## config.mk

```make
export PLATFORM = sky130hd
export DESIGN_NAME = ram_dp_fifo_buf_flat
export DESIGN_NICKNAME = d
export VERILOG_FILES = /design/src/rtl/ram_dp_fifo_buf_if.sv /design/src/rtl/ram_dp_fifo_buf.sv /design/src/flat_wrapper.sv
export SDC_FILE = /design/constraint.sdc
export NUM_CORES = 1
export LEC_CHECK = 0
export ABC_CLOCK_PERIOD_IN_PS = 3900
export CAP_MARGIN = 30
export CORE_ASPECT_RATIO = 1.4
export CORE_MARGIN = 2
export CORE_UTILIZATION = 55
export DETAILED_ROUTE_END_ITERATION = 8
export GPL_TIMING_DRIVEN = 0
export PLACE_DENSITY = 0.82
export SLEW_MARGIN = 20
export SYNTH_ARGS = -nofsm -noshare
export SYNTH_HDL_FRONTEND = slang
export SYNTH_SLANG_ARGS = --single-unit
```

## constraint.sdc

```tcl
create_clock -name clk -period 3.9 [get_ports clk]
set_input_delay 0.585 -clock clk [delete_from_list [all_inputs] [get_ports clk]]
set_output_delay 0.585 -clock clk [all_outputs]
set_load 0.03 [all_outputs]
```

## src/rtl/ram_dp_fifo_buf_if.sv

```systemverilog
// Handshake and status bundle for the router input-port FIFO buffer.
// master = link-side producer/consumer, slave = the buffer itself.
interface ram_dp_fifo_buf_if #(
   parameter int DATA_WIDTH = 12,
   parameter int ADDR_WIDTH = 3
);
   logic                  wr_valid;
   logic                  wr_ready;
   logic [DATA_WIDTH-1:0] wr_data;
   logic                  rd_valid;
   logic                  rd_ready;
   logic [DATA_WIDTH-1:0] rd_data;
   logic                  flush;
   logic [ADDR_WIDTH:0]   count;
   logic                  almost_full;
   logic                  wr_err;
   logic                  rd_err;

   modport master (
      output wr_valid, wr_data, rd_ready, flush,
      input  wr_ready, rd_valid, rd_data, count, almost_full, wr_err, rd_err
   );

   modport slave (
      input  wr_valid, wr_data, rd_ready, flush,
      output wr_ready, rd_valid, rd_data, count, almost_full, wr_err, rd_err
   );
endinterface

```

## src/rtl/ram_dp_fifo_buf.sv

```systemverilog
// Dual-port RAM FIFO: write-only port 0, first-word fall-through read port 1,
// with occupancy count, registered almost-full, synchronous flush and sticky errors.
module ram_dp_fifo_buf #(
   parameter int DATA_WIDTH  = 12,
   parameter int ADDR_WIDTH  = 3,
   parameter int RAM_DEPTH   = 8,
   parameter int AFULL_LEVEL = 6
) (
   input logic               clk,
   input logic               rst,
   ram_dp_fifo_buf_if.slave  bus
);
   localparam logic [ADDR_WIDTH:0] DEPTH_C = (ADDR_WIDTH+1)'(RAM_DEPTH);
   localparam logic [ADDR_WIDTH:0] AFULL_C = (ADDR_WIDTH+1)'(AFULL_LEVEL);

   logic [DATA_WIDTH-1:0] mem_q [RAM_DEPTH];

   logic [ADDR_WIDTH-1:0] wr_ptr_q, wr_ptr_d;
   logic [ADDR_WIDTH-1:0] rd_ptr_q, rd_ptr_d;
   logic [ADDR_WIDTH:0]   count_q, count_d;
   logic                  afull_q, afull_d;
   logic                  wr_err_q, wr_err_d;
   logic                  rd_err_q, rd_err_d;

   logic wr_ready_w, rd_valid_w;
   logic wr_acc, rd_acc, mem_we;

   // Status depends on registered count only, so full/empty rules fall out directly.
   assign wr_ready_w = (count_q != DEPTH_C);
   assign rd_valid_w = (count_q != '0);

   always_comb begin
      wr_acc   = bus.wr_valid && wr_ready_w;
      rd_acc   = bus.rd_ready && rd_valid_w;
      wr_ptr_d = wr_ptr_q;
      rd_ptr_d = rd_ptr_q;
      count_d  = count_q;
      wr_err_d = wr_err_q | (bus.wr_valid && !wr_ready_w);
      rd_err_d = rd_err_q | (bus.rd_ready && !rd_valid_w);
      mem_we   = 1'b0;

      if (bus.flush) begin
         wr_ptr_d = '0;
         rd_ptr_d = '0;
         count_d  = '0;
      end else begin
         mem_we = wr_acc;
         if (wr_acc) wr_ptr_d = wr_ptr_q + ADDR_WIDTH'(1);
         if (rd_acc) rd_ptr_d = rd_ptr_q + ADDR_WIDTH'(1);
         case ({wr_acc, rd_acc})
            2'b10:   count_d = count_q + (ADDR_WIDTH+1)'(1);
            2'b01:   count_d = count_q - (ADDR_WIDTH+1)'(1);
            default: count_d = count_q;
         endcase
      end

      afull_d = (count_d >= AFULL_C);
   end

   always_ff @(posedge clk or posedge rst) begin
      if (rst) begin
         wr_ptr_q <= '0;
         rd_ptr_q <= '0;
         count_q  <= '0;
         afull_q  <= 1'b0;
         wr_err_q <= 1'b0;
         rd_err_q <= 1'b0;
      end else begin
         wr_ptr_q <= wr_ptr_d;
         rd_ptr_q <= rd_ptr_d;
         count_q  <= count_d;
         afull_q  <= afull_d;
         wr_err_q <= wr_err_d;
         rd_err_q <= rd_err_d;
      end
   end

   // Storage is deliberately not reset; pointers and count define validity.
   always_ff @(posedge clk) begin
      if (mem_we) mem_q[wr_ptr_q] <= bus.wr_data;
   end

   assign bus.wr_ready    = wr_ready_w;
   assign bus.rd_valid    = rd_valid_w;
   assign bus.rd_data     = rd_valid_w ? mem_q[rd_ptr_q] : '0;
   assign bus.count       = count_q;
   assign bus.almost_full = afull_q;
   assign bus.wr_err      = wr_err_q;
   assign bus.rd_err      = rd_err_q;
endmodule

```

## src/flat_wrapper.sv

```systemverilog
// flat-port wrapper written by rule: the top's interface ports become plain ports
module ram_dp_fifo_buf_flat 
#(
   parameter int DATA_WIDTH  = 12,
   parameter int ADDR_WIDTH  = 3,
   parameter int RAM_DEPTH   = 8,
   parameter int AFULL_LEVEL = 6
)
  (clk, rst, bus_wr_valid, bus_wr_data, bus_rd_ready, bus_flush, bus_wr_ready, bus_rd_valid, bus_rd_data, bus_count, bus_almost_full, bus_wr_err, bus_rd_err);
  ram_dp_fifo_buf_if #(.DATA_WIDTH(DATA_WIDTH), .ADDR_WIDTH(ADDR_WIDTH)) bus_i ();
  input logic clk;
  input logic rst;
  input wire logic [$bits(bus_i.wr_valid)-1:0] bus_wr_valid;
  input wire logic [$bits(bus_i.wr_data)-1:0] bus_wr_data;
  input wire logic [$bits(bus_i.rd_ready)-1:0] bus_rd_ready;
  input wire logic [$bits(bus_i.flush)-1:0] bus_flush;
  output wire logic [$bits(bus_i.wr_ready)-1:0] bus_wr_ready;
  output wire logic [$bits(bus_i.rd_valid)-1:0] bus_rd_valid;
  output wire logic [$bits(bus_i.rd_data)-1:0] bus_rd_data;
  output wire logic [$bits(bus_i.count)-1:0] bus_count;
  output wire logic [$bits(bus_i.almost_full)-1:0] bus_almost_full;
  output wire logic [$bits(bus_i.wr_err)-1:0] bus_wr_err;
  output wire logic [$bits(bus_i.rd_err)-1:0] bus_rd_err;
  assign bus_i.wr_valid = bus_wr_valid;
  assign bus_i.wr_data = bus_wr_data;
  assign bus_i.rd_ready = bus_rd_ready;
  assign bus_i.flush = bus_flush;
  assign bus_wr_ready = bus_i.wr_ready;
  assign bus_rd_valid = bus_i.rd_valid;
  assign bus_rd_data = bus_i.rd_data;
  assign bus_count = bus_i.count;
  assign bus_almost_full = bus_i.almost_full;
  assign bus_wr_err = bus_i.wr_err;
  assign bus_rd_err = bus_i.rd_err;
  ram_dp_fifo_buf #(.DATA_WIDTH(DATA_WIDTH), .ADDR_WIDTH(ADDR_WIDTH), .RAM_DEPTH(RAM_DEPTH), .AFULL_LEVEL(AFULL_LEVEL)) u_core (.clk(clk), .rst(rst), .bus(bus_i));
endmodule
```

==> load_flow_metrics.sql, run 1 <==
INSERT INTO impl_metrics (metric_group, metric, value, unit) VALUES
('status', 'run_status', 'finished clean', ''),
('cells_and_area', 'finalNetCount', '315', ''),
('yosys', 'syn_avg_cell_area', '18.3', 'µm²'),
('yosys', 'post_synth_mux_area_share', '0.157', ''),
('yosys', 'post_synth_simple_gate_area', '0.0541', ''),
('cells_and_area', 'layout.cells.most_common', 'edfxtp_1', ''),
('floorplanning', 'start_util', '0.572', ''),
('pwr', 'vdd.ir_drop.worst', '350', 'µV'),
('global_route', 'largest_net_degree_at_the_start_of_global_routing', '17', ''),
('global_route', 'grt_pass1_wl', '12200', 'µm'),
('worst_hold_path', 'holdCritPathClass', 'flop to flop', ''),
('yosys', 'yosysWarnings', '0', ''),
('yosys', 'yosysTopAreaCell', 'edfxtp_1', ''),
('cells_and_area', 'finish.utilization', '0.668', ''),
('yosys', 'distinct_cell_type_count_after_synthesis', '32', ''),
('drt', 'drt-pass1-iter-count', '4', ''),
('pwr', 'net-switching-power', '1.21', 'mW'),
('pwr', 'power_frac_clock', '0.200', ''),
('global_route', 'grt-ovfl-total', '0', ''),
('floorplanning', 'i_o_pins', '38', ''),
('clock_network', 'worstSkewPairLatency', '0.37', 'ns'),
('pwr', 'internal_pwr_total', '2.31', 'mW'),
('clock_network', 'cts_buffers', '9', ''),
('clock_network', 'holdBufCountCts', '0', ''),
('worst_setup_path', 'cp_data_required_time', '3.31', 'ns'),
('pwr', 'switching_share', '0.344', ''),
('timing', 'achievable-frequency', '276', 'MHz'),
('cells_and_area', 'most-common-layout-cells', '96 x edfxtp_1, 37 x clkdlybuf4s50_1, 24 x nor2_1, 24 x mux4_2, 16 x mux2i_1', ''),
('yosys', 'mappedNetlistNets', '265', ''),
('timing', 'final.setup.tns', '0', 'ns'),
('timing', 'final_clock_period_utilization_by_the_worst_path', '0.930', ''),
('clock_network', 'clock-root-buffer', 'clkbuf_8', ''),
('yosys', 'synth_sequential_area_ratio', '0.719', ''),
('cells_and_area', 'flow.area_growth_from_synthesis', '16.7', '%'),
('timing', 'worst_max_slew_margin_expressed_relative_to_the_limit', '0.404', ''),
('drt', 'detailedRoute.firstIterationViolations', '174', ''),
('timing', 'number_of_failing_setup_endpoints_in_the_final_timing_report', '0', ''),
('drt', 'residual_drc_count', '0', ''),
('placed_design', 'numPortBuffers', '37', ''),
('worst_setup_path', 'critPathCaptureType', 'output pin', ''),
('timing', 'timing_worst_slew_pin_value', '0.886', 'ns'),
('job', 'drv.max_cap_violation_count', '0', ''),
('worst_setup_path', 'max_stage_delay', '0.75', 'ns'),
('clock_network', 'post-cts-setup-buffer-count', '0', ''),
('floorplanning', 'die_w', '80.1', 'µm'),
('drt', 'routed_via_density', '5.72', ''),
('placed_design', 'hpwlAfterDp', '5270', 'µm'),
('timing', 'worst_clock_skew', '0.00671', 'ns'),
('clock_network', 'clk_pin_slew', '0.09', 'ns'),
('pwr', 'static-leakage-power', '1.72', 'nW'),
('yosys', 'top_post_synthesis_cells_by_area', 'edfxtp_1 65%, mux4_2 12%, dfrtp_1 7.3%', ''),
('timing', 'timing_hold_violations_final', '0', ''),
('floorplanning', 'die_height', '111', 'µm'),
('yosys', 'synthCells', '244', ''),
('yosys', 'synth_largest_type_area_fraction', '0.646', ''),
('yosys', 'syn-cell-area', '4460', 'µm²'),
('worst_setup_path', 'critical_path_arrival', '3.04', 'ns'),
('yosys', 'postSynthRegisterBits', '109', ''),
('floorplanning', 'core_region_area', '7800', 'µm²'),
('yosys', 'synth-adder-area-share', '0.0112', ''),
('yosys', 'synth-compound-area-share', '0.0261', ''),
('clock_network', 'cts_tree', 'yes', ''),
('floorplanning', 'core.rowCount', '38', ''),
('timing', 'report.final.slew_viol_count', '0', ''),
('worst_setup_path', 'cp_slowest_cell', 'nor4_1', ''),
('timing', 'rsz_0062_raised_after_global_routing', 'no', ''),
('global_route', 'vias_in_the_first_global_route', '2310', ''),
('worst_setup_path', 'setup.worst_path.start_class', 'flop', ''),
('pwr', 'power.density', '677', 'nW/µm²'),
('placed_design', 'detailedPlace.worstSlack', '0.645', 'ns'),
('drt', 'detailroute.via_count', '2284', '');
==> area by class of cell <==
class / instances / area, µm²
sequential: 109 / 3210
multi-input combinational: 116 / 1190
fill: 535 / 2590
timing repair buffer: 39 / 389
clock inverter: 6 / 77.6
buffer: 14 / 66.3
inverter: 5 / 18.8
clock buffer: 10 / 128
tap: 100 / 125
==> critical path, delay by kind of cell, from the launching register on <==
family / cells / cell delay [ns]
flip-flops: 1 / 0.39
AND/OR/NAND/NOR: 2 / 0.92
buffers and inverters: 3 / 1.37
==> flip-flops by register name (all words and copies together) (netlist names) <==
name	cells
u_core.bus.almost_full	1
u_core.mem_q	96
u_core.bus.wr_err	1
u_core.wr_ptr_q	3
u_core.bus.count	4
u_core.rd_ptr_q	3
u_core.bus.rd_err	1
==> synth_stat cells <==
cell       n
o41a_4     1
nand3_1    2
buf_6      1
buf_2      5
o32ai_2    1
nor4_1     1
edfxtp_1  96
o21ai_4    1
clkbuf_1   6
inv_1      4
nand2b_1   2
nand2_1    7
inv_2      1
or3_1      2
nor2_1    30
o21bai_1   2
or3b_1     1
or4b_1     2
nor3_1     2
xor2_1     5
mux4_2    24
dfrtp_1   13
xnor2_1    2
nor3_2     1
buf_1      2
ha_1       4
nor2b_1    2
o21ai_1    1
a21oi_1    4
mux2i_1   16
a22oi_1    1
a21o_1     2
==> final timing paths <==
path / depth (start not counted) / startpoint / to / slack (ns)
setup / recovery: 5 / u_core.bus.count[2] / bus_rd_data[3] / 0.27
hold / removal: 1 / u_core.bus.rd_err / u_core.bus.rd_err / 0.49
setup reg to reg: 9 / u_core.bus.count[1] / u_core.bus.almost_full / 1.17
hold reg to reg: 1 / u_core.bus.rd_err / u_core.bus.rd_err / 0.49
max in group asynchronous: 2 / rst / u_core.wr_ptr_q[0] / 3.01
min in group asynchronous: 2 / rst / u_core.bus.rd_err / 0.55
==> stage by stage <==
step	total power [mW]	hold WS, ns	std cells	instance area [µm²]
CTS	3.55	0.488	399	5210
floorplan	2.36	0.462	244	4460
detailed placement	2.86	0.464	383	5000
global route	3.69	0.512	399	5210
global placement	2.81	0.439	381	4960
finish	3.52	0.485	399	5210
==> cells by family (layout without fill, tap and decap cells) <==
| family | Yosys count | after routing |
|---|---|---|
| DFF | 109 | 109 |
| AOI/OAI and AO/OA | 13 | 13 |
| buffers and inverters | 19 | 74 |
| and+or+nand+nor | 52 | 52 |
| adders and majority gates | 4 | 4 |
| muxes | 40 | 40 |
| xor gates and xnor gates | 7 | 7 |
==> layer usage <==
metal	GRT usage	share of wire
met1	0.231	0.38
met4	0.104	0.022
met3	0.0433	0.046
met2	0.334	0.55
met5	0	0
==> power groups by stage <==
stage	clock, mW	sequential (mW)	combinational [mW]
floorplan	0	1.46	0.904
global placement	0	1.41	1.40
detailed placement	0	1.42	1.44
CTS	0.716	1.39	1.45
global route	0.756	1.40	1.54
finish	0.705	1.39	1.43
Note: power is estimated with default switching activity, not from simulation.
==> run 2, diff against run 1 <==
Settings changed: ABC_CLOCK_PERIOD_IN_PS 3900 to 4600, REMOVE_ABC_BUFFERS from default to 1.
Clock period 3.9 ns to 4.6 ns, I/O delays scaled along.
==> load_flow_metrics.sql, run 2 (synthesized netlist as in run 1, its figures left out) <==
INSERT INTO impl_metrics (metric_group, metric, value, unit) VALUES
('clock_network', 'worstSkewPairLatency', '0.37', 'ns'),
('pwr', 'combinational_cell_fraction_of_total_power', '0.393', ''),
('timing', 'worst_max_slew_margin_expressed_relative_to_the_limit', '0.430', ''),
('status', 'run_status', 'finished clean', ''),
('worst_setup_path', 'setup.worst_path.start_class', 'flop', ''),
('worst_setup_path', 'worstPathMaxFanout', '11', ''),
('pwr', 'internal_pwr_total', '1.94', 'mW'),
('timing', 'final_period_minus_worst_setup_slack', '3.41', 'ns'),
('worst_setup_path', 'r2r-start', 'u_core.bus.count[1]', ''),
('global_route', 'vias_in_the_first_global_route', '2374', ''),
('floorplanning', 'core_region_area', '7800', 'µm²'),
('floorplanning', 'i_o_pins', '38', ''),
('timing', 'hold_slack', '0.469', 'ns'),
('cells_and_area', 'flow.area_growth_from_synthesis', '16.0', '%'),
('placed_design', 'hpwlAfterDp', '5050', 'µm'),
('clock_network', 'cts-htree-levels', '3', ''),
('global_route', 'grtUsageTotal', '0.195', ''),
('worst_setup_path', 'ff2ff_setup_slack', '1.98', 'ns'),
('clock_network', 'clock-root-buffer', 'clkbuf_8', ''),
('placed_design', 'dp.cells', '373', ''),
('clock_network', 'clk_pin_slew', '0.09', 'ns'),
('timing', 'final_clock_period_utilization_by_the_worst_path', '0.740', ''),
('drt', 'drt-pass1-iter-count', '5', ''),
('clock_network', 'cts_sinks', '109', ''),
('worst_hold_path', 'worstHoldEndpoint', 'u_core.bus.rd_err', ''),
('cells_and_area', 'finish.cell_count_without_fillers', '389', ''),
('placed_design', 'numPortBuffers', '37', ''),
('worst_setup_path', 'ff2ff_path_depth', '6', ''),
('placed_design', 'detailedPlace.worstSlack', '1.58', 'ns'),
('drt', 'finalWirelength', '7830', 'µm'),
('drt', 'detailroute.via_count', '2246', ''),
('worst_setup_path', 'timing.rr.end', 'u_core.bus.almost_full', ''),
('drt', 'detailedRoute.firstIterationViolations', '173', ''),
('pwr', 'power.sequential.fraction', '0.419', ''),
('drt', 'routed_via_density', '5.77', ''),
('cells_and_area', 'finish.utilization', '0.664', ''),
('worst_setup_path', 'max_stage_delay', '0.67', 'ns'),
('timing', 'final.setup.tns', '0', 'ns'),
('worst_setup_path', 'cp_data_required_time', '3.91', 'ns'),
('worst_hold_path', 'holdCritStartpoint', 'u_core.bus.rd_err', ''),
('job', 'drv.max_cap_violation_count', '0', ''),
('floorplanning', 'die_w', '80.1', 'µm'),
('worst_setup_path', 'worstSetupPathType', 'flop to output pin', ''),
('pwr', 'switching_share', '0.342', ''),
('timing', 'timing.final.ws_setup', '1.19', 'ns'),
('worst_setup_path', 'cp_slowest_cell', 'nor4_2', ''),
('cells_and_area', 'diodes', '0', ''),
('cells_and_area', 'layout.cells.most_common', 'edfxtp_1', ''),
('cells_and_area', 'fillerInstances', '528', ''),
('pwr', 'net-switching-power', '1.01', 'mW'),
('worst_setup_path', 'worstPathBufferInverterCount', '3', ''),
('global_route', 'antenna_violations_before_repair', '0', ''),
('floorplanning', 'fp.dieArea', '8860', 'µm²'),
('worst_setup_path', 'worst_path_dominant_cell_family', 'buffers and inverters', ''),
('floorplanning', 'core.rowCount', '38', ''),
('timing', 'timing_worst_slew_pin_value', '0.855', 'ns'),
('timing', 'report.final.slew_viol_count', '0', ''),
('clock_network', 'cts_buffers', '9', ''),
('timing', 'worst_clock_skew', '0.00936', 'ns'),
('clock_network', 'cts_tree', 'yes', ''),
('pwr', 'static-leakage-power', '1.70', 'nW'),
('global_route', 'largest_net_degree_at_the_start_of_global_routing', '19', ''),
('cells_and_area', 'max_ffs_per_register', '96', ''),
('cells_and_area', 'drive_gt1_frac', '0.208', ''),
('floorplanning', 'die_height', '111', 'µm'),
('cells_and_area', 'largest_register_by_flop_count', 'u_core.mem_q', ''),
('timing', 'number_of_failing_setup_endpoints_in_the_final_timing_report', '0', ''),
('cells_and_area', 'most-common-layout-cells', '96 x edfxtp_1, 37 x clkdlybuf4s50_1, 24 x nor2_1, 24 x mux4_2, 16 x mux2i_1', ''),
('worst_setup_path', 'critical_path_arrival', '2.72', 'ns'),
('pwr', 'fin_total_pwr', '2.94', 'mW'),
('worst_setup_path', 'critPathCaptureType', 'output pin', ''),
('clock_network', 'cts_repair_resize_count', '0', ''),
('timing', 'timing_hold_violations_final', '0', ''),
('global_route', 'grt-ovfl-total', '0', ''),
('clock_network', 'holdBufCountCts', '0', ''),
('cells_and_area', 'post-route-cell-area', '5180', 'µm²'),
('placed_design', 'gp_routability_congestion', '0.759', ''),
('clock_network', 'post-cts-setup-buffer-count', '0', ''),
('pwr', 'power_frac_clock', '0.189', ''),
('floorplanning', 'start_util', '0.572', ''),
('global_route', 'grt_pass1_wl', '12400', 'µm'),
('worst_hold_path', 'worst_hold_path.num_cells', '1', ''),
('placed_design', 'total_placed_instance_area', '4990', 'µm²'),
('drt', 'wire_per_inst', '20.1', 'µm'),
('drt', 'detail-route-antenna-nets', '0', ''),
('timing', 'rsz_0062_raised_after_global_routing', 'no', ''),
('worst_setup_path', 'critical_path.cell_chain', 'nor4_2 -> buf_4 -> buf_2 -> nor2_1 -> clkdlybuf4s50_1', ''),
('pwr', 'vdd.ir_drop.worst', '458', 'µV'),
('cells_and_area', 'finalNetCount', '305', ''),
('worst_hold_path', 'holdCritPathClass', 'flop to flop', ''),
('timing', 'achievable-frequency', '294', 'MHz'),
('clock_network', 'cts.path.max_buffers', '2', ''),
('drt', 'residual_drc_count', '0', ''),
('pwr', 'power.density', '568', 'nW/µm²');
==> run 2: changes by cell type in the layout (fill, tap and decap cells not counted), moves of 2 or more <==
cell / delta
clkinv_1: -2
clkinv_2: +2
buf_6: -2
buf_2: -4
buf_4: +2
buf_1: -2
clkbuf_1: -6
==> run 2: area by class of cell <==
class,count,area (µm²),area share
clock inverter,5,50.0,0.00966
timing repair buffer,43,433,0.0836
clock buffer,11,141,0.0273
inverter,5,18.8,0.00362
tap,100,125,0.0242
sequential,109,3210,0.620
multi-input combinational,116,1200,0.232
==> run 2: layer usage <==
layer,part of all wire,GRT usage,vias to the layer above,routed length [µm]
li1,-,-,1032,-
met1,0.40,0.240,1129,3110
met2,0.54,0.329,71,4210
met3,0.042,0.0335,14,330
met4,0.023,0.0938,0,182
met5,0,0,-,0
==> run 2: worst reg2reg max path, cell delays in order (launching register included) <==
cell and delay [ns]:
dfrtp_1 0.53, or4b_1 0.65, nand2_1 0.21, ha_1 0.35
or3_1 0.40, mux2i_1 0.23, o32ai_2 0.12
==> run 2: worst max-delay path by stage <==
stage                              startpoint            endpoint  slack (ns)  cells past startpoint
after global routing      u_core.bus.count[1]      bus_rd_data[5]        1.06                      5
after floorplan           u_core.bus.count[1]      bus_rd_data[0]        1.67                      2
after CTS                 u_core.bus.count[1]      bus_rd_data[0]        1.17                      5
after global placement    u_core.bus.count[1]      bus_rd_data[1]       -0.07                      3
final                     u_core.bus.count[1]      bus_rd_data[0]        1.19                      5
after detailed placement         bus_wr_valid  u_core.mem_q[4][2]        1.58                      4
==> run 2: power by group through the flow <==
stage                     clock network (mW)  logic, mW  registers, mW
final                                  0.555       1.16           1.23
after global routing                   0.602       1.24           1.24
after CTS                              0.567       1.17           1.23
after detailed placement                   0       1.16           1.25
after global placement                     0       1.05           1.29
after floorplan                            0      0.663           1.31
==> run 3, diff against run 2 <==
Settings changed: ABC_CLOCK_PERIOD_IN_PS 4600 to 3400.
Clock period 4.6 ns to 3.4 ns, I/O delays scaled along.
==> results of run 3 <==
Same layout as run 2 (identical final DEF). Status: finished clean.
Among the figures that moved: setup slack after placement 1.58 ns -> 0.556 ns; setup slack after layout 1.19 ns -> 0.175 ns; register-to-register setup slack 1.98 ns -> 0.78 ns; total power 2.94 mW -> 3.98 mW; worst IR drop on VDD 458 µV -> 620 µV
